--- config.mk ---
export PLATFORM = sky130hd
export DESIGN_NAME = tx_port_arbiter_flat
export DESIGN_NICKNAME = d
export VERILOG_FILES = /design/src/rtl/l2sw_pkg.sv /design/src/rtl/tx_port_arbiter_if.sv /design/src/rtl/tx_port_arbiter_rr_pick.sv /design/src/rtl/tx_port_arbiter.sv /design/src/flat_wrapper.sv
export SDC_FILE = /design/constraint.sdc
export NUM_CORES = 1
export LEC_CHECK = 0
export CAP_MARGIN = 30
export CELL_PAD_IN_SITES_DETAIL_PLACEMENT = 2
export CELL_PAD_IN_SITES_GLOBAL_PLACEMENT = 2
export CORE_UTILIZATION = 18
export CTS_CLUSTER_SIZE = 25
export DETAILED_ROUTE_END_ITERATION = 7
export GPL_TIMING_DRIVEN = 0
export PLACE_DENSITY_LB_ADDON = 0.1
export SYNTH_ARGS = -nofsm -noshare
export SYNTH_HDL_FRONTEND = slang
export SYNTH_HIERARCHICAL = 1
export SYNTH_SLANG_ARGS = --single-unit
export TNS_END_PERCENT = 5
--- constraint.sdc ---
create_clock -name sys_clk -period 3.6 [get_ports sys_clk]
set_clock_uncertainty 0.05 [all_clocks]
set_input_delay 0.72 -clock sys_clk [delete_from_list [all_inputs] [get_ports sys_clk]]
set_output_delay 0.72 -clock sys_clk [all_outputs]
set_load 0.01 [all_outputs]
--- src/rtl/l2sw_pkg.sv ---
// Shared L2 switch definitions: word layout, end-of-frame detection and the
// transmit-arbiter state encoding.
package l2sw_pkg;

  localparam int         WORD_W    = 72;
  localparam logic [7:0] MASK_FULL = 8'hFF;

  typedef enum logic {
    IDLE,
    XFER
  } arb_state_t;

  // Any partial byte-valid mask, including the 8'h00 terminator, closes a frame.
  function automatic logic is_eof(input logic [7:0] mask);
    return mask != MASK_FULL;
  endfunction

endpackage

--- src/rtl/tx_port_arbiter_if.sv ---
// Queue-side and consumer-side FWFT handshake bundle for one TX arbiter.
// master is the arbiter, slave is the surrounding queues plus the consumer.
interface tx_port_arbiter_if #(
  parameter int NPORT = 4
);
  import l2sw_pkg::*;

  logic [WORD_W*NPORT-1:0] in_dout;
  logic [NPORT-1:0]        in_empty;
  logic [NPORT-1:0]        in_rd_en;
  logic [WORD_W-1:0]       out_dout;
  logic                    out_empty;
  logic                    out_rd_en;

  modport master (
    input  in_dout, in_empty, out_rd_en,
    output in_rd_en, out_dout, out_empty
  );

  modport slave (
    output in_dout, in_empty, out_rd_en,
    input  in_rd_en, out_dout, out_empty
  );

endinterface

--- src/rtl/tx_port_arbiter_rr_pick.sv ---
// Combinational round-robin picker: first eligible queue strictly after
// `last`, wrapping, as a one-hot winner plus a valid flag.
module rr_pick #(
  parameter  int NPORT = 4,
  localparam int IDX_W = $clog2(NPORT)
) (
  input  logic [NPORT-1:0] eligible,
  input  logic [IDX_W-1:0] last,
  output logic [NPORT-1:0] winner,
  output logic             valid
);

  always_comb begin : pick_proc
    logic [IDX_W-1:0] idx;
    winner = '0;
    valid  = 1'b0;
    idx    = '0;
    for (int k = 1; k <= NPORT; k++) begin
      idx = IDX_W'((int'(last) + k) % NPORT);
      if (!valid && eligible[idx]) begin
        winner[idx] = 1'b1;
        valid       = 1'b1;
      end
    end
  end

endmodule

--- src/rtl/tx_port_arbiter.sv ---
// Frame-granular round-robin arbiter feeding one XGMII TX path from up to four
// RX queues. Optional stall watchdog enabled by defining ARB_WATCHDOG_EN.
module tx_port_arbiter
  import l2sw_pkg::*;
#(
  parameter int          NPORT       = 4,
  parameter logic [15:0] STALL_LIMIT = 16'd1024
) (
  input  logic                 sys_clk,
  input  logic                 sys_rst,
  tx_port_arbiter_if.master    bus,
  input  logic [NPORT-1:0]     port_en,
  output logic [NPORT-1:0]     grant,
  output logic [16*NPORT-1:0]  frame_cnt
`ifdef ARB_WATCHDOG_EN
  ,
  output logic [NPORT-1:0]     stall_err
`endif
);

  localparam int IDX_W = $clog2(NPORT);

  arb_state_t        state_reg;
  logic [NPORT-1:0]  grant_reg;
  logic [IDX_W-1:0]  gidx_reg;
  logic [IDX_W-1:0]  last_reg;
  logic [15:0]       frame_cnt_reg [NPORT];

  logic [WORD_W-1:0] lane [NPORT];
  logic [NPORT-1:0]  eligible;
  logic [NPORT-1:0]  pick_onehot;
  logic              pick_valid;
  logic [IDX_W-1:0]  pick_idx;
  logic [WORD_W-1:0] sel_word;
  logic              sel_empty;
  logic              xfer;
  logic              pop;

  genvar gi;
  generate
    for (gi = 0; gi < NPORT; gi++) begin : g_lane
      assign lane[gi]                 = bus.in_dout[WORD_W*gi +: WORD_W];
      assign frame_cnt[16*gi +: 16]   = frame_cnt_reg[gi];
    end
  endgenerate

`ifdef ARB_WATCHDOG_EN
  logic [15:0]      stall_cnt_reg;
  logic [NPORT-1:0] stall_err_reg;

  assign stall_err = stall_err_reg;
  assign eligible  = port_en & ~bus.in_empty & ~stall_err_reg;
`else
  assign eligible  = port_en & ~bus.in_empty;
`endif

  rr_pick #(
    .NPORT (NPORT)
  ) u_rr_pick (
    .eligible (eligible),
    .last     (last_reg),
    .winner   (pick_onehot),
    .valid    (pick_valid)
  );

  always_comb begin
    pick_idx = '0;
    for (int i = 0; i < NPORT; i++) begin
      if (pick_onehot[i]) pick_idx = IDX_W'(i);
    end
  end

  // Data path is a pure mux on the registered owner: no added latency.
  assign xfer          = (state_reg == XFER);
  assign sel_word      = lane[gidx_reg];
  assign sel_empty     = bus.in_empty[gidx_reg];
  assign pop           = xfer & bus.out_rd_en & ~sel_empty;
  assign bus.out_dout  = xfer ? sel_word : '0;
  assign bus.out_empty = xfer ? sel_empty : 1'b1;
  assign bus.in_rd_en  = pop ? grant_reg : '0;
  assign grant         = grant_reg;

  always_ff @(posedge sys_clk) begin
    if (sys_rst) begin
      state_reg <= IDLE;
      grant_reg <= '0;
      gidx_reg  <= '0;
      last_reg  <= IDX_W'(NPORT - 1);
      for (int i = 0; i < NPORT; i++) frame_cnt_reg[i] <= '0;
`ifdef ARB_WATCHDOG_EN
      stall_cnt_reg <= '0;
      stall_err_reg <= '0;
`endif
    end else begin
      case (state_reg)
        IDLE: begin
          if (pick_valid) begin
            state_reg <= XFER;
            grant_reg <= pick_onehot;
            gidx_reg  <= pick_idx;
          end
`ifdef ARB_WATCHDOG_EN
          stall_cnt_reg <= '0;
`endif
        end
        XFER: begin
          if (pop && is_eof(sel_word[WORD_W-1 -: 8])) begin
            frame_cnt_reg[gidx_reg] <= frame_cnt_reg[gidx_reg] + 16'd1;
            last_reg  <= gidx_reg;
            grant_reg <= '0;
            state_reg <= IDLE;
          end
`ifdef ARB_WATCHDOG_EN
          // A stalled owner is dropped without counting its partial frame.
          if (!sel_empty) begin
            stall_cnt_reg <= '0;
          end else if (stall_cnt_reg == STALL_LIMIT - 16'd1) begin
            stall_err_reg[gidx_reg] <= 1'b1;
            stall_cnt_reg <= '0;
            last_reg      <= gidx_reg;
            grant_reg     <= '0;
            state_reg     <= IDLE;
          end else begin
            stall_cnt_reg <= stall_cnt_reg + 16'd1;
          end
`endif
        end
        default: state_reg <= IDLE;
      endcase
    end
  end

endmodule

--- src/flat_wrapper.sv ---
// flat-port wrapper written by rule: the top's interface ports become plain ports
module tx_port_arbiter_flat import l2sw_pkg::*;
#(
  parameter int          NPORT       = 4,
  parameter logic [15:0] STALL_LIMIT = 16'd1024
)
  (sys_clk, sys_rst, port_en, grant, frame_cnt, bus_in_dout, bus_in_empty, bus_out_rd_en, bus_in_rd_en, bus_out_dout, bus_out_empty);
  tx_port_arbiter_if #(.NPORT(NPORT)) bus_i ();
  input  logic sys_clk;
  input  logic sys_rst;
  input  logic [NPORT-1:0] port_en;
  output logic [NPORT-1:0] grant;
  output logic [16*NPORT-1:0] frame_cnt;
  input wire logic [$bits(bus_i.in_dout)-1:0] bus_in_dout;
  input wire logic [$bits(bus_i.in_empty)-1:0] bus_in_empty;
  input wire logic [$bits(bus_i.out_rd_en)-1:0] bus_out_rd_en;
  output wire logic [$bits(bus_i.in_rd_en)-1:0] bus_in_rd_en;
  output wire logic [$bits(bus_i.out_dout)-1:0] bus_out_dout;
  output wire logic [$bits(bus_i.out_empty)-1:0] bus_out_empty;
  assign bus_i.in_dout = bus_in_dout;
  assign bus_i.in_empty = bus_in_empty;
  assign bus_i.out_rd_en = bus_out_rd_en;
  assign bus_in_rd_en = bus_i.in_rd_en;
  assign bus_out_dout = bus_i.out_dout;
  assign bus_out_empty = bus_i.out_empty;
  tx_port_arbiter #(.NPORT(NPORT), .STALL_LIMIT(STALL_LIMIT)) u_core (.sys_clk(sys_clk), .sys_rst(sys_rst), .bus(bus_i), .port_en(port_en), .grant(grant), .frame_cnt(frame_cnt));
endmodule
==> summary.txt, run 1 <==
Drt
  – Post-DR wirelength/cell: 27.1 um
  – Antenna viol nets, final: 0
  – Drc violations: 0
  – Routed vias: 6,104
  – Via density: 4.41
  – First-pass DRT Iterations: 4
  – Total Wirelength: 37.5 mm
  – 1st-iter DRT viols: 251

Placed design
  – Post-DP HPWL: 32.9 mm
  – Cells after DPL: 1,363
  – GP Congestion: 0.817
  – I/O Buffers: 442

GRT
  – Remaining global-route overflow: 0
  – Largest net degree at the start of global routing: 17
  – Total track usage: 0.214
  – Antenna violations before repair: 20
  – First-pass GRT wire length: 50.3 mm
  – Number of global-route vias before repair: 6,736

Clock tree
  – Post-CTS setup buffer count: 0
  – CTS tree: yes
  – Post-CTS resize count: 38
  – CTS sink cnt: 75
  – Clock buffer count from CTS: 9
  – Worst-path clk slew: 0.06 ns
  – Clock latency on the worst-skew pair: 0.34 ns
  – H-tree depth: 3
  – Hold-fix buffers, CTS: 0
  – Clock root cell: clkbuf_16
  – Longest Clk Path Bufs: 2

Die
  – Die X: 185 um
  – Die Y: 185 um
  – # rows: 66
  – Initial Util: 0.185
  – DIE AREA: 34,300 um^2
  – CORE AREA: 32,800 um^2
  – I/O Pins: 444

Synth
  – Post-synth EDFFs: 64
  – Distinct cells, synth: 40
  – Post-synth top cells: mux4_2, and2_1, edfxtp_1, nor2_1, nand2_1
  – Top cell type's share of synthesized area: 0.331
  – Ys async rst share: 0
  – Most common cell in the synthesized netlist: mux4_2
  – Top_reg_cell synth: edfxtp_1
  – Mapped cell area: 6050 um^2
  – Flops & latches, synth: 75
  – Post-Syn Nets: 786
  – Synthesized area per cell: 12.7 um^2
  – Top post-synthesis cells by area: mux4_2, edfxtp_1, and2_1
  – Synth area leader: mux4_2
  – Seq/Total Area, Yosys: 0.354
  – Yosys warnings: 6
  – Cells after Synth: 478

Critical path
  – Worst Setup Start Kind: register
  – Critical Path End Type: primary output
  – Critical Path Fanout Max: 10
  – Critical path type: reg -> out
  – Critical path arrival: 2.72 ns
  – Reg2Reg Setup Slack: 0.34 ns
  – Required @ worst endpoint: 2.83 ns

Flow run
  – Max Cap Viol: 0

Final layout
  – Area Growth Syn to Fin: 88.5%
  – Non-Filler Instances: 1,384
  – Max reg flops: 64
  – Final nets: 1,239
  – Layout cell share with drive strength beyond 1: 0.165

STA
  – RSZ-0062 raised after global routing: false
  – Final Hold Viols: 0
  – Slew @ Worst Pin: 0.820 ns
  – Fin crit share: 0.971
  – Relative slew slack: 0.450
  – Highest Clock Rate: 0.286 GHz
  – Setup Viol. Count Final: 0
  – Final Max Slew Viols: 0
  – Final Critical Period: 3.49 ns

Power
  – Worst vdd ir: 226 uV
  – Power per Cell Area: 313 nW/um^2
  – Pwr Total: 3.57 mW
  – Static leakage: 3.91 nW

Worst hold path
  – Worst hold path type: reg -> reg

Run status
  – Status: finished, final reports clean
==> final timing paths <==
| check | depth (start not counted) | startpoint | endpoint |
|---|---|---|---|
| max reg2reg | 9 | u_core/gidx_reg[0] | u_core/frame_cnt_reg[0][5] |
| min | 2 | u_core/grant[2] | u_core/grant[2] |
| min reg2reg | 2 | u_core/grant[2] | u_core/grant[2] |
| max | 6 | u_core/gidx_reg[1] | bus_out_dout[61] |
==> area by class of cell <==
cell class              instances  area [um^2]
fillers                      3505        21400
repair buffers                443         4450
multi-input cells             352         3660
flip-flops and latches         75         2140
well taps                     442          553
plain buffers                  40          244
clock buffers                  11          233
clock inverters                 5         63.8
inverters                      10         37.5
diodes                          6         15.0
==> power breakdown <==
part | switching (mW) | leakage (nW) | internal (mW)
clock network | 0.357 | 0.140 | 0.541
registers | 0.0390 | 0.752 | 0.991
logic | 0.700 | 3.02 | 0.939
total | 1.10 | 3.91 | 2.47
==> worst max-delay path, cell delays in order (launching register included) <==
cell and delay [ns]:
dfxtp_2 0.46, buf_4 0.24, buf_4 0.25, buf_4 0.25, mux4_2 0.23, and2_1 0.32, clkdlybuf4s50_1 0.63
==> stage by stage <==
step	setup TNS [ns]	utilization	setup slack [ns]	hold slack [ns]	cell area [um^2]
2_1_floorplan	0	-	0.211	0.446	6050
3_3_place_gp	-70.67	0.336	-1.90	0.424	11000
3_5_place_dp	-43.10	0.337	-0.886	0.434	11100
4_1_cts	-0.00291	0.347	-0.00291	0.440	11400
5_1_grt	0	0.348	0.00821	0.461	11400
6_report	0	0.348	0.106	0.441	11400
==> layout by cell type (no fill, tap or decap), types with 6 or more instances in the layout <==
master	n
mux2i_1	10
nand2_1	17
clkbuf_1	14
nor2_2	14
buf_6	6
buf_2	8
clkdlybuf4s50_1	441
diode_2	6
and2_1	78
ha_1	9
clkbuf_16	9
nand3_1	7
buf_4	7
edfxtp_1	64
nor2_1	56
nand4_1	7
dfxtp_1	10
mux4_2	89
xnor2_1	11
inv_1	10
==> logic make-up after synthesis <==
family,count (synthesis),synth area share
fa+ha+maj,9,0.0186
buf+inv,51,0.0420
flops,75,0.354
xor+xnor,14,0.0203
compound gates,17,0.0219
simple gates,210,0.187
mux,102,0.356
==> metal layers <==
metal  part of all wire  vias up  wire [um]  track usage
met3              0.078       37       2930       0.0645
met5             0.0031        -        115            0
met4              0.012       18        456       0.0526
li1                   -     2737          -            -
met1               0.38     3070      14200        0.250
met2               0.53      242      19800        0.378
No activity file was read; power rests on OpenSTA's default activity.
==> inputs of run 2 (changes only) <==
--- a/config.mk
+++ b/config.mk
@@ -12,6 +12,7 @@
 export CTS_CLUSTER_SIZE = 25
 export DETAILED_ROUTE_END_ITERATION = 7
 export GPL_TIMING_DRIVEN = 0
+export HOLD_SLACK_MARGIN = 0.03
 export PLACE_DENSITY_LB_ADDON = 0.1
 export SYNTH_ARGS = -nofsm -noshare
 export SYNTH_HDL_FRONTEND = slang
==> results of run 2 <==
No change in the layout: final DEF, timing and power equal those of run 1.
